### src/rtl/mult_div_unit_if.sv
// Handshake and operand/result bundle between the control unit and the
// multicycle multiply/divide unit.
interface mult_div_unit_if #(
  parameter int WIDTH = 32
);
  logic             mult_start;
  logic             div_start;
  logic [WIDTH-1:0] op_a;
  logic [WIDTH-1:0] op_b;
  logic [WIDTH-1:0] hi_out;
  logic [WIDTH-1:0] lo_out;
  logic             busy;
  logic             done;
  logic             div_zero;

  // Control side: issues requests, reads HI/LO and status
  modport master (
    output mult_start, div_start, op_a, op_b,
    input  hi_out, lo_out, busy, done, div_zero
  );

  // Unit side
  modport slave (
    input  mult_start, div_start, op_a, op_b,
    output hi_out, lo_out, busy, done, div_zero
  );
endinterface

### src/rtl/mult_div_unit.sv
// Multicycle signed multiplier (radix-2 Booth) and divider (restoring, on
// magnitudes, MIPS sign rules). One bit per clock; HI/LO held between ops.
module mult_div_unit #(
  parameter int WIDTH = 32,
  parameter int CNT_W = 6
) (
  input  logic            clock,
  input  logic            reset,
  mult_div_unit_if.slave  mdu
);

  typedef enum logic [1:0] {IDLE, MULT, DIV, FINISH} state_t;

  state_t state, state_next;

  logic [CNT_W-1:0]   cnt;
  logic               last;

  // Booth datapath: {A, Q, q-1}
  logic [2*WIDTH:0]   acc;
  logic [2*WIDTH:0]   acc_next;
  logic [WIDTH:0]     booth_sum;
  logic [WIDTH-1:0]   mcand;

  // Restoring divide datapath
  logic [WIDTH-1:0]   rem, quo, dvsr;
  logic [WIDTH:0]     shifted, trial;
  logic [WIDTH-1:0]   rem_next, quo_next;
  logic [WIDTH-1:0]   q_fix, r_fix;
  logic               neg_q, neg_r, dz;

  logic [WIDTH-1:0]   abs_a, abs_b;
  logic [WIDTH-1:0]   res_hi, res_lo;
  logic [WIDTH-1:0]   hi_q, lo_q;
  logic               done_q, dz_q;

  assign last  = (cnt == CNT_W'(WIDTH - 1));
  assign abs_a = mdu.op_a[WIDTH-1] ? -mdu.op_a : mdu.op_a;
  assign abs_b = mdu.op_b[WIDTH-1] ? -mdu.op_b : mdu.op_b;

  // State register
  always_ff @(posedge clock or negedge reset) begin
    if (!reset) state <= IDLE;
    else        state <= state_next;
  end

  // Next-state: starts only honoured in IDLE; divide by zero skips iteration
  always_comb begin
    state_next = state;
    case (state)
      IDLE: begin
        if (mdu.mult_start)     state_next = MULT;
        else if (mdu.div_start) state_next = (mdu.op_b == '0) ? FINISH : DIV;
      end
      MULT, DIV: if (last) state_next = FINISH;
      FINISH:    state_next = IDLE;
      default:   state_next = IDLE;
    endcase
  end

  // Outputs decoded from state
  always_comb begin
    mdu.busy = (state == MULT) || (state == DIV);
  end

  // Booth step: the add is done one bit wider so the shifted-in sign is the
  // true sign even when the multiplicand is the most negative value.
  always_comb begin
    booth_sum = {acc[2*WIDTH], acc[2*WIDTH:WIDTH+1]};
    case (acc[1:0])
      2'b01:   booth_sum = booth_sum + {mcand[WIDTH-1], mcand};
      2'b10:   booth_sum = booth_sum - {mcand[WIDTH-1], mcand};
      default: booth_sum = booth_sum;
    endcase
    acc_next = {booth_sum, acc[WIDTH:1]};
  end

  // Restoring divide step and final sign correction
  always_comb begin
    shifted  = {rem, quo[WIDTH-1]};
    trial    = shifted - {1'b0, dvsr};
    rem_next = trial[WIDTH] ? shifted[WIDTH-1:0] : trial[WIDTH-1:0];
    quo_next = {quo[WIDTH-2:0], ~trial[WIDTH]};
    q_fix    = neg_q ? -quo_next : quo_next;
    r_fix    = neg_r ? -rem_next : rem_next;
  end

  // Operand latch, iteration and result staging
  always_ff @(posedge clock or negedge reset) begin
    if (!reset) begin
      cnt    <= '0;
      acc    <= '0;
      mcand  <= '0;
      rem    <= '0;
      quo    <= '0;
      dvsr   <= '0;
      neg_q  <= 1'b0;
      neg_r  <= 1'b0;
      dz     <= 1'b0;
      res_hi <= '0;
      res_lo <= '0;
    end else begin
      case (state)
        IDLE: begin
          if (mdu.mult_start) begin
            acc   <= {{WIDTH{1'b0}}, mdu.op_b, 1'b0};
            mcand <= mdu.op_a;
            cnt   <= '0;
            dz    <= 1'b0;
          end else if (mdu.div_start) begin
            rem   <= '0;
            quo   <= abs_a;
            dvsr  <= abs_b;
            neg_q <= mdu.op_a[WIDTH-1] ^ mdu.op_b[WIDTH-1];
            neg_r <= mdu.op_a[WIDTH-1];
            dz    <= (mdu.op_b == '0);
            cnt   <= '0;
          end
        end
        MULT: begin
          acc <= acc_next;
          cnt <= cnt + CNT_W'(1);
          if (last) begin
            res_hi <= acc_next[2*WIDTH:WIDTH+1];
            res_lo <= acc_next[WIDTH:1];
          end
        end
        DIV: begin
          rem <= rem_next;
          quo <= quo_next;
          cnt <= cnt + CNT_W'(1);
          if (last) begin
            res_hi <= r_fix;
            res_lo <= q_fix;
          end
        end
        default: ;
      endcase
    end
  end

  // HI/LO and completion pulses; HI/LO untouched on divide by zero
  always_ff @(posedge clock or negedge reset) begin
    if (!reset) begin
      hi_q   <= '0;
      lo_q   <= '0;
      done_q <= 1'b0;
      dz_q   <= 1'b0;
    end else begin
      done_q <= (state == FINISH);
      dz_q   <= (state == FINISH) && dz;
      if ((state == FINISH) && !dz) begin
        hi_q <= res_hi;
        lo_q <= res_lo;
      end
    end
  end

  assign mdu.hi_out   = hi_q;
  assign mdu.lo_out   = lo_q;
  assign mdu.done     = done_q;
  assign mdu.div_zero = dz_q;

endmodule

### src/flat_wrapper.sv
// flat-port wrapper written by rule: the top's interface ports become plain ports
module mult_div_unit_flat 
#(
  parameter int WIDTH = 32,
  parameter int CNT_W = 6
)
  (clock, reset, mdu_mult_start, mdu_div_start, mdu_op_a, mdu_op_b, mdu_hi_out, mdu_lo_out, mdu_busy, mdu_done, mdu_div_zero);
  mult_div_unit_if #(.WIDTH(WIDTH)) mdu_i ();
  input  logic clock;
  input  logic reset;
  input wire logic [$bits(mdu_i.mult_start)-1:0] mdu_mult_start;
  input wire logic [$bits(mdu_i.div_start)-1:0] mdu_div_start;
  input wire logic [$bits(mdu_i.op_a)-1:0] mdu_op_a;
  input wire logic [$bits(mdu_i.op_b)-1:0] mdu_op_b;
  output wire logic [$bits(mdu_i.hi_out)-1:0] mdu_hi_out;
  output wire logic [$bits(mdu_i.lo_out)-1:0] mdu_lo_out;
  output wire logic [$bits(mdu_i.busy)-1:0] mdu_busy;
  output wire logic [$bits(mdu_i.done)-1:0] mdu_done;
  output wire logic [$bits(mdu_i.div_zero)-1:0] mdu_div_zero;
  assign mdu_i.mult_start = mdu_mult_start;
  assign mdu_i.div_start = mdu_div_start;
  assign mdu_i.op_a = mdu_op_a;
  assign mdu_i.op_b = mdu_op_b;
  assign mdu_hi_out = mdu_i.hi_out;
  assign mdu_lo_out = mdu_i.lo_out;
  assign mdu_busy = mdu_i.busy;
  assign mdu_done = mdu_i.done;
  assign mdu_div_zero = mdu_i.div_zero;
  mult_div_unit #(.WIDTH(WIDTH), .CNT_W(CNT_W)) u_core (.clock(clock), .reset(reset), .mdu(mdu_i));
endmodule
### config.mk
export PLATFORM = sky130hd
export DESIGN_NAME = mult_div_unit_flat
export DESIGN_NICKNAME = d
export VERILOG_FILES = /design/src/rtl/mult_div_unit_if.sv /design/src/rtl/mult_div_unit.sv /design/src/flat_wrapper.sv
export SDC_FILE = /design/constraint.sdc
export NUM_CORES = 1
export LEC_CHECK = 0
export ABC_AREA = 1
export ABC_CLOCK_PERIOD_IN_PS = 5150
export BUFFER_PORTS_ARGS = -buffer_cell sky130_fd_sc_hd__buf_2
export CORE_ASPECT_RATIO = 0.9
export CORE_MARGIN = 4
export CORE_UTILIZATION = 60
export CTS_BUF_LIST = sky130_fd_sc_hd__clkbuf_4
export DETAILED_ROUTE_END_ITERATION = 10
export HOLD_SLACK_MARGIN = 0.08
export PLACE_DENSITY = 0.79
export SLEW_MARGIN = 20
export SYNTH_ARGS = -nofsm -noshare
export SYNTH_HDL_FRONTEND = slang
export SYNTH_SLANG_ARGS = --single-unit
### constraint.sdc
create_clock -name clock -period 5.15 [get_ports clock]
set_clock_uncertainty 0.15 [all_clocks]
set_input_delay 0.515 -clock clock [delete_from_list [all_inputs] [get_ports clock]]
set_output_delay 0.515 -clock clock [all_outputs]
set_load 0.05 [all_outputs]
After elaboration in Yosys (flattened, before gate mapping)
Cells that the tools add are included.

Add/subtract/negate cells: 8. Equality and inequality tests: 13. Muxes and demuxes: 30. Bitwise logic cells: 3. Reduce and logical (&&, ||, !) cells: 20.

Operators with widths (count): $mux W32 (13); $pmux W32 S2 (4); $pmux W65 S2 (1); $neg A32 Y32 (4); $pmux W33 S2 (1); $mux W65 (1); $add A32 B32 Y33 (1); $sub A32 B32 Y33 (1); $sub A33 B32 Y33 (1); $logic_not A32 Y1 (1); $mux W6 (2); $pmux W6 S2 (1); $reduce_and A2 Y1 (5); $reduce_bool A2 Y1 (5); $reduce_and A3 Y1 (3); $add A6 B1 Y6 const B (1); $eq A2 B2 Y1 const B (3); $eq A6 B5 Y1 const B (1); $mux W2 (3); $ne A2 B1 Y1 const B (3); $ne A2 B2 Y1 const B (3); $pmux W2 S3 (1); $eq A2 B1 Y1 const B (2); $mux W1 (3); 8 further kinds (10).

Bits in registers: 334. Input port bits: 68. Output and inout port bits: 67. Word-level logic and storage cells: 90.

Longest topological paths before layout
Depth in word-level cells: 6. Depth in mapped cells: 30.

Least setup slack after synthesis
OpenSTA, ideal clock, no wires.

Kind: register to register. From: register u_core.dvsr[0]. To: register u_core.res_lo[28]. Setup time: 0.131 ns. Data arrival time: 3.940 ns. Setup slack: 0.929 ns. Cell stages (with the launch flop): 28. Path buffers: 1. Period minus slack after synthesis: 4.221 ns. Cells stage by stage: dfrtp_1 -> ha_1 -> fa_1 -> inv_1 -> nand2_1 -> nand2_1 -> nand3_1 -> nand2_2 -> nand2_1 -> nand2_2 -> nand2_2 -> nand2_2 -> nand2_2 -> nand2_4 -> buf_2 -> ha_1 -> inv_1 -> nor3_1 -> nand3_1 -> nor3_1 -> nand3_1 -> nor4_1 -> nand2_1 -> o21ai_0 -> o21ai_0 -> xor2_1 -> o21ai_0 -> o21ai_0.

Word-level cells in the longest chain between the ends: 6.

Ends and longest elaborated chain: start, declared (RTL line mult_div_unit.sv:26) `logic [WIDTH-1:0] rem, quo, dvsr;`; start signal, assigned (RTL line mult_div_unit.sv:113) `dvsr <= abs_b;`; $sub A33 B32 Y33 (RTL line mult_div_unit.sv:81) `trial = shifted - {1'b0, dvsr};`; $not A1 Y1 (RTL line mult_div_unit.sv:83) `quo_next = {quo[WIDTH-2:0], ~trial[WIDTH]};`; $neg A32 Y32 (RTL line mult_div_unit.sv:84) `q_fix = neg_q ? -quo_next : quo_next;`; $mux W32 (RTL line mult_div_unit.sv:84); $mux W32 (RTL line mult_div_unit.sv:132) `if (last) begin`; $pmux W32 S2 (RTL line mult_div_unit.sv:103) `case (state)`; end signal, assigned (RTL line mult_div_unit.sv:125) `res_lo <= acc_next[WIDTH:1];`; end signal, assigned (RTL line mult_div_unit.sv:134) `res_lo <= q_fix;`; end, declared (RTL line mult_div_unit.sv:33) `logic [WIDTH-1:0] res_hi, res_lo;`.

Every way passes these cells. The select of a mux whose other input is x is not followed. A chain may end at the register's enable or synchronous reset.

Worst setup path after layout
From: register u_core.mcand[0]. To: register u_core.res_hi[26].

Word-level cells in the longest chain between the ends: 4. Elaborated cells on any way between the ends: 5. Those cells by class: add/sub: 2; mux: 3.

Ends and longest elaborated chain: start, declared (RTL line mult_div_unit.sv:23) `logic [WIDTH-1:0] mcand;`; start signal, assigned (RTL line mult_div_unit.sv:107) `mcand <= mdu.op_a;`; $sub A32 B32 Y33 or $add A32 B32 Y33 (tied branches) (RTL line mult_div_unit.sv:72, mult_div_unit.sv:71); $pmux W33 S2 * (RTL line mult_div_unit.sv:70) `case (acc[1:0])`; $mux W32 * (RTL line mult_div_unit.sv:123) `if (last) begin`; $pmux W32 S2 * (RTL line mult_div_unit.sv:103); end signal, assigned (RTL line mult_div_unit.sv:124) `res_hi <= acc_next[2*WIDTH:WIDTH+1];`; end signal, assigned (RTL line mult_div_unit.sv:133) `res_hi <= r_fix;`; end, declared (RTL line mult_div_unit.sv:33).

Mark *: on every way between the ends. The rest lies on a longest branch, timed or not. The select of a mux whose other input is x is not followed.

==> impl_metrics.env <==
export IMPL_synth_compound_area_share_pct=17.3
export IMPL_clkLatencyLatePin_ns=0.83
export IMPL_dpl_hpwl_mm=56.7
export IMPL_htree_levels=3
export IMPL_ant_nets=0
export IMPL_gr_usage_all_layers_pct=36.8
export IMPL_layout_drive_gt1_share_pct=11.1
export IMPL_synth_fa_ha_area_share_pct=4.31
export IMPL_syn_area_um2=22700
export IMPL_port_buffer_count=134
export IMPL_worst_slew_pin_transition_ns=1.09
export IMPL_fin_util_pct=68.5
export IMPL_setup_violations=0
export IMPL_drt_iter0_markers=2591
export IMPL_fill_cells=3255
export IMPL_path_clk_slew_ns=0.07
export IMPL_synth_async_reset_ratio_pct=100
export IMPL_layout_nets=3604
export IMPL_antenna_found_initial=4
export IMPL_routabilityCongestion=0.961
export IMPL_die_y_um=193
export IMPL_outcome="finished clean"
export IMPL_worstSetupPathType="register to register"
export IMPL_arrival_ns=5.31
export IMPL_fmax_ghz=0.208
export IMPL_synth_top_family_by_area="simple AND/OR/NAND/NOR gates"
export IMPL_cts_buffers=88
export IMPL_grt_pass1_vias=22178
export IMPL_root_buffer="clkbuf_4"
export IMPL_cts_sinks=334
export IMPL_relSlewSlack_pct=26.6
export IMPL_end_kind="register"
export IMPL_crit_fanout=5
export IMPL_synth_area_mux_share_pct=1.09
export IMPL_ys_seq_elements=334
export IMPL_yosys_warnings=0
export IMPL_hp_class="primary input to async pin"
export IMPL_dieArea_um2=41000
export IMPL_tritoncts="done"
export IMPL_post_synth_cell_area_avg_um2=6.96
export IMPL_period_minus_slack_ns=4.82
export IMPL_hold_viol_final=0
export IMPL_netlist_area_leader_share_pct=36.8
export IMPL_slew_violations=0
export IMPL_synth_xor_area_share_pct=4.28
export IMPL_synthSimpleGateAreaFrac_pct=26.4
export IMPL_wl_per_cell_um=19.0
export IMPL_cp_required_ns=5.64
export IMPL_yosysUniqueCellTypes=57
export IMPL_drt_pass1_iterations=6
export IMPL_core_um2=37300
export IMPL_syn_inst=3259
export IMPL_grt_setup_unrepaired="true"
export IMPL_synth_edf_count=0
export IMPL_num_rows=67
export IMPL_area_growth_pct=12.5
export IMPL_maxCapViolCount=0
export IMPL_start_util_pct=60.8
export IMPL_seqCellArea_um2=8360
export IMPL_vias=23437
export IMPL_cp_start_kind="register"
export IMPL_yosys_top_cells_area="dfrtp_1 37%, nand2_1 14%, o21ai_0 8.2%, inv_1 7.5%, nor2_1 4.2%"
export IMPL_totalWireLength_mm=76.0
export IMPL_multi_input_area_um2=12200
export IMPL_num_io_pins=135
export IMPL_grt_max_degree=99
export IMPL_route_detailed_drc=0
export IMPL_syn_nets=3404
export IMPL_dominantRegCellSynth="dfrtp_1"
export IMPL_grt_pass1_wl_mm=119
export IMPL_cts_buffer_depth=3
export IMPL_grt_overflow=0
export IMPL_post_drt_via_cell_ratio=5.86
export IMPL_fin_crit_sh_pct=93.6
export IMPL_yosysTopAreaCell="dfrtp_1"
export IMPL_synth_seq_area_share_pct=36.8
export IMPL_die_w_um=213
critical path: stages (launching register included):
cell and delay (ns):
dfrtp_1 0.39, inv_1 0.10, ha_1 0.17, nand2_1 0.08
nor3_1 0.19, nand2_1 0.11, inv_1 0.11, nand3_1 0.11
nor4_1 0.50, a31oi_1 0.25, a21oi_1 0.21, xor2_1 0.33
ha_1 0.36, a21oi_1 0.20, o21ai_0 0.19, a221oi_1 0.24
nand2_1 0.11, or2_2 0.29, nand3_1 0.08, o21ai_0 0.12
o21ai_0 0.18, inv_1 0.06, nand2_1 0.06, o21ai_1 0.06
repair_timing:
action	in CTS	in global routing
buffers inserted	0	1
hold buffers	74	0
gates resized for setup	0	3
setup endpoints to repair	0	9
endpoints found under the hold margin	220	0
stage by stage:
stage                     hold slack (ns)  cell area, um^2  instances  worst slack [ns]  setup TNS [ns]
final                               0.147            25500       4000             0.332               0
after global routing                0.172            25500       3999           -0.0204         -0.0311
after CTS                           0.163            25500       3997             0.368               0
after detailed placement            0.314            23700       3777             0.438               0
after global placement              0.310            23700       3777             0.625               0
after floorplan                    0.0694            22700       3259             0.929               0
synth_stat cells (2+ instances only):
cell type  number
nand2_1       870
inv_1         453
o21ai_0       372
dfrtp_1       334
nor2_1        252
a21oi_1       146
nand3_1       135
clkbuf_1      101
xor2_1         76
ha_1           75
nor3_1         44
o211ai_1       40
o22ai_1        37
xnor2_1        35
nand4_1        33
nand2_2        28
o221ai_1       23
mux2_2         21
or2_2          18
nor4_1         17
o21ai_1        16
a31oi_1        14
nand3b_1       13
buf_1          10
o21bai_1       10
a21o_1          8
nor2_2          7
a21boi_0        6
buf_2           5
clkinv_1        5
o31ai_1         5
a221oi_1        4
buf_6           4
nand2_4         4
o21a_1          4
a22o_1          3
o21ai_2         3
a21oi_2         2
a22oi_1         2
and2_1          2
fa_1            2
inv_2           2
nand3_2         2
nor2_4          2
o41ai_1         2
cells in the final DEF (no fill, tap or decap), types with 23 or more instances in the layout:
cell / count
nand2_1: 867
inv_1: 450
o21ai_0: 370
dfrtp_1: 334
nor2_1: 252
a21oi_1: 145
nand3_1: 135
buf_2: 133
clkbuf_4: 126
xor2_1: 76
dlygate4sd3_1: 74
ha_1: 73
nor3_1: 43
o211ai_1: 40
o22ai_1: 37
xnor2_1: 35
nand4_1: 33
nand2_2: 30
o221ai_1: 23
cells by family after synthesis:
logic type	Yosys count
simple gates	1432
compound gates	701
buf+inv	582
flops	334
xor+xnor	111
fa+ha+maj	77
mux	22
final timing paths:
check	startpoint	end	slack, ns	depth (start not counted)
max	u_core.mcand[0]$_DFFE_PN0P_	u_core.res_hi[26]$_DFFE_PN0P_	0.33	23
min	reset	u_core.mdu.lo_out[30]$_DFFE_PN0P_	0.15	2
max reg2reg	u_core.mcand[0]$_DFFE_PN0P_	u_core.res_hi[26]$_DFFE_PN0P_	0.33	23
min reg2reg	u_core.res_hi[31]$_DFFE_PN0P_	u_core.res_hi[31]$_DFFE_PN0P_	0.33	2
max in group asynchronous	reset	u_core.mdu.lo_out[19]$_DFFE_PN0P_	3.43	3
min in group clock	u_core.res_hi[31]$_DFFE_PN0P_	u_core.res_hi[31]$_DFFE_PN0P_	0.33	2
final cells by class:
cell class / instances / area share [%]
clock inverter: 20 / 0.470
sequential: 334 / 32.7
tap: 483 / 2.37
antenna: 2 / 0.0196
clock buffer: 126 / 3.70
multi-input combinational: 2343 / 47.6
timing repair buffer: 232 / 6.37
inverter: 460 / 6.76
sequential cells by signal, summed over array words and instances, names as in the netlist:
register	flops
u_core.neg_q	1
u_core.acc	65
u_core.cnt	6
u_core.res_lo	32
u_core.quo	32
u_core.dvsr	32
u_core.mdu.div_zero	1
u_core.mcand	32
u_core.dz	1
u_core.mdu.done	1
u_core.neg_r	1
u_core.state	2
u_core.rem	32
u_core.res_hi	32
u_core.mdu.hi_out	32
u_core.mdu.lo_out	32
layer usage:
| layer | vias to the layer above | global-route usage (%) | routed length, um |
|---|---|---|---|
| li1 | 11034 | - | - |
| met1 | 10960 | 50.4 | 31600 |
| met2 | 1210 | 57.4 | 33900 |
| met3 | 227 | 7.56 | 6920 |
| met4 | 6 | 15.1 | 3440 |
| met5 | - | 0 | 41 |
Power is left out: the tool's default activity adds up to more than one toggle a clock period on the data nets, which glitch-free logic cannot reach.
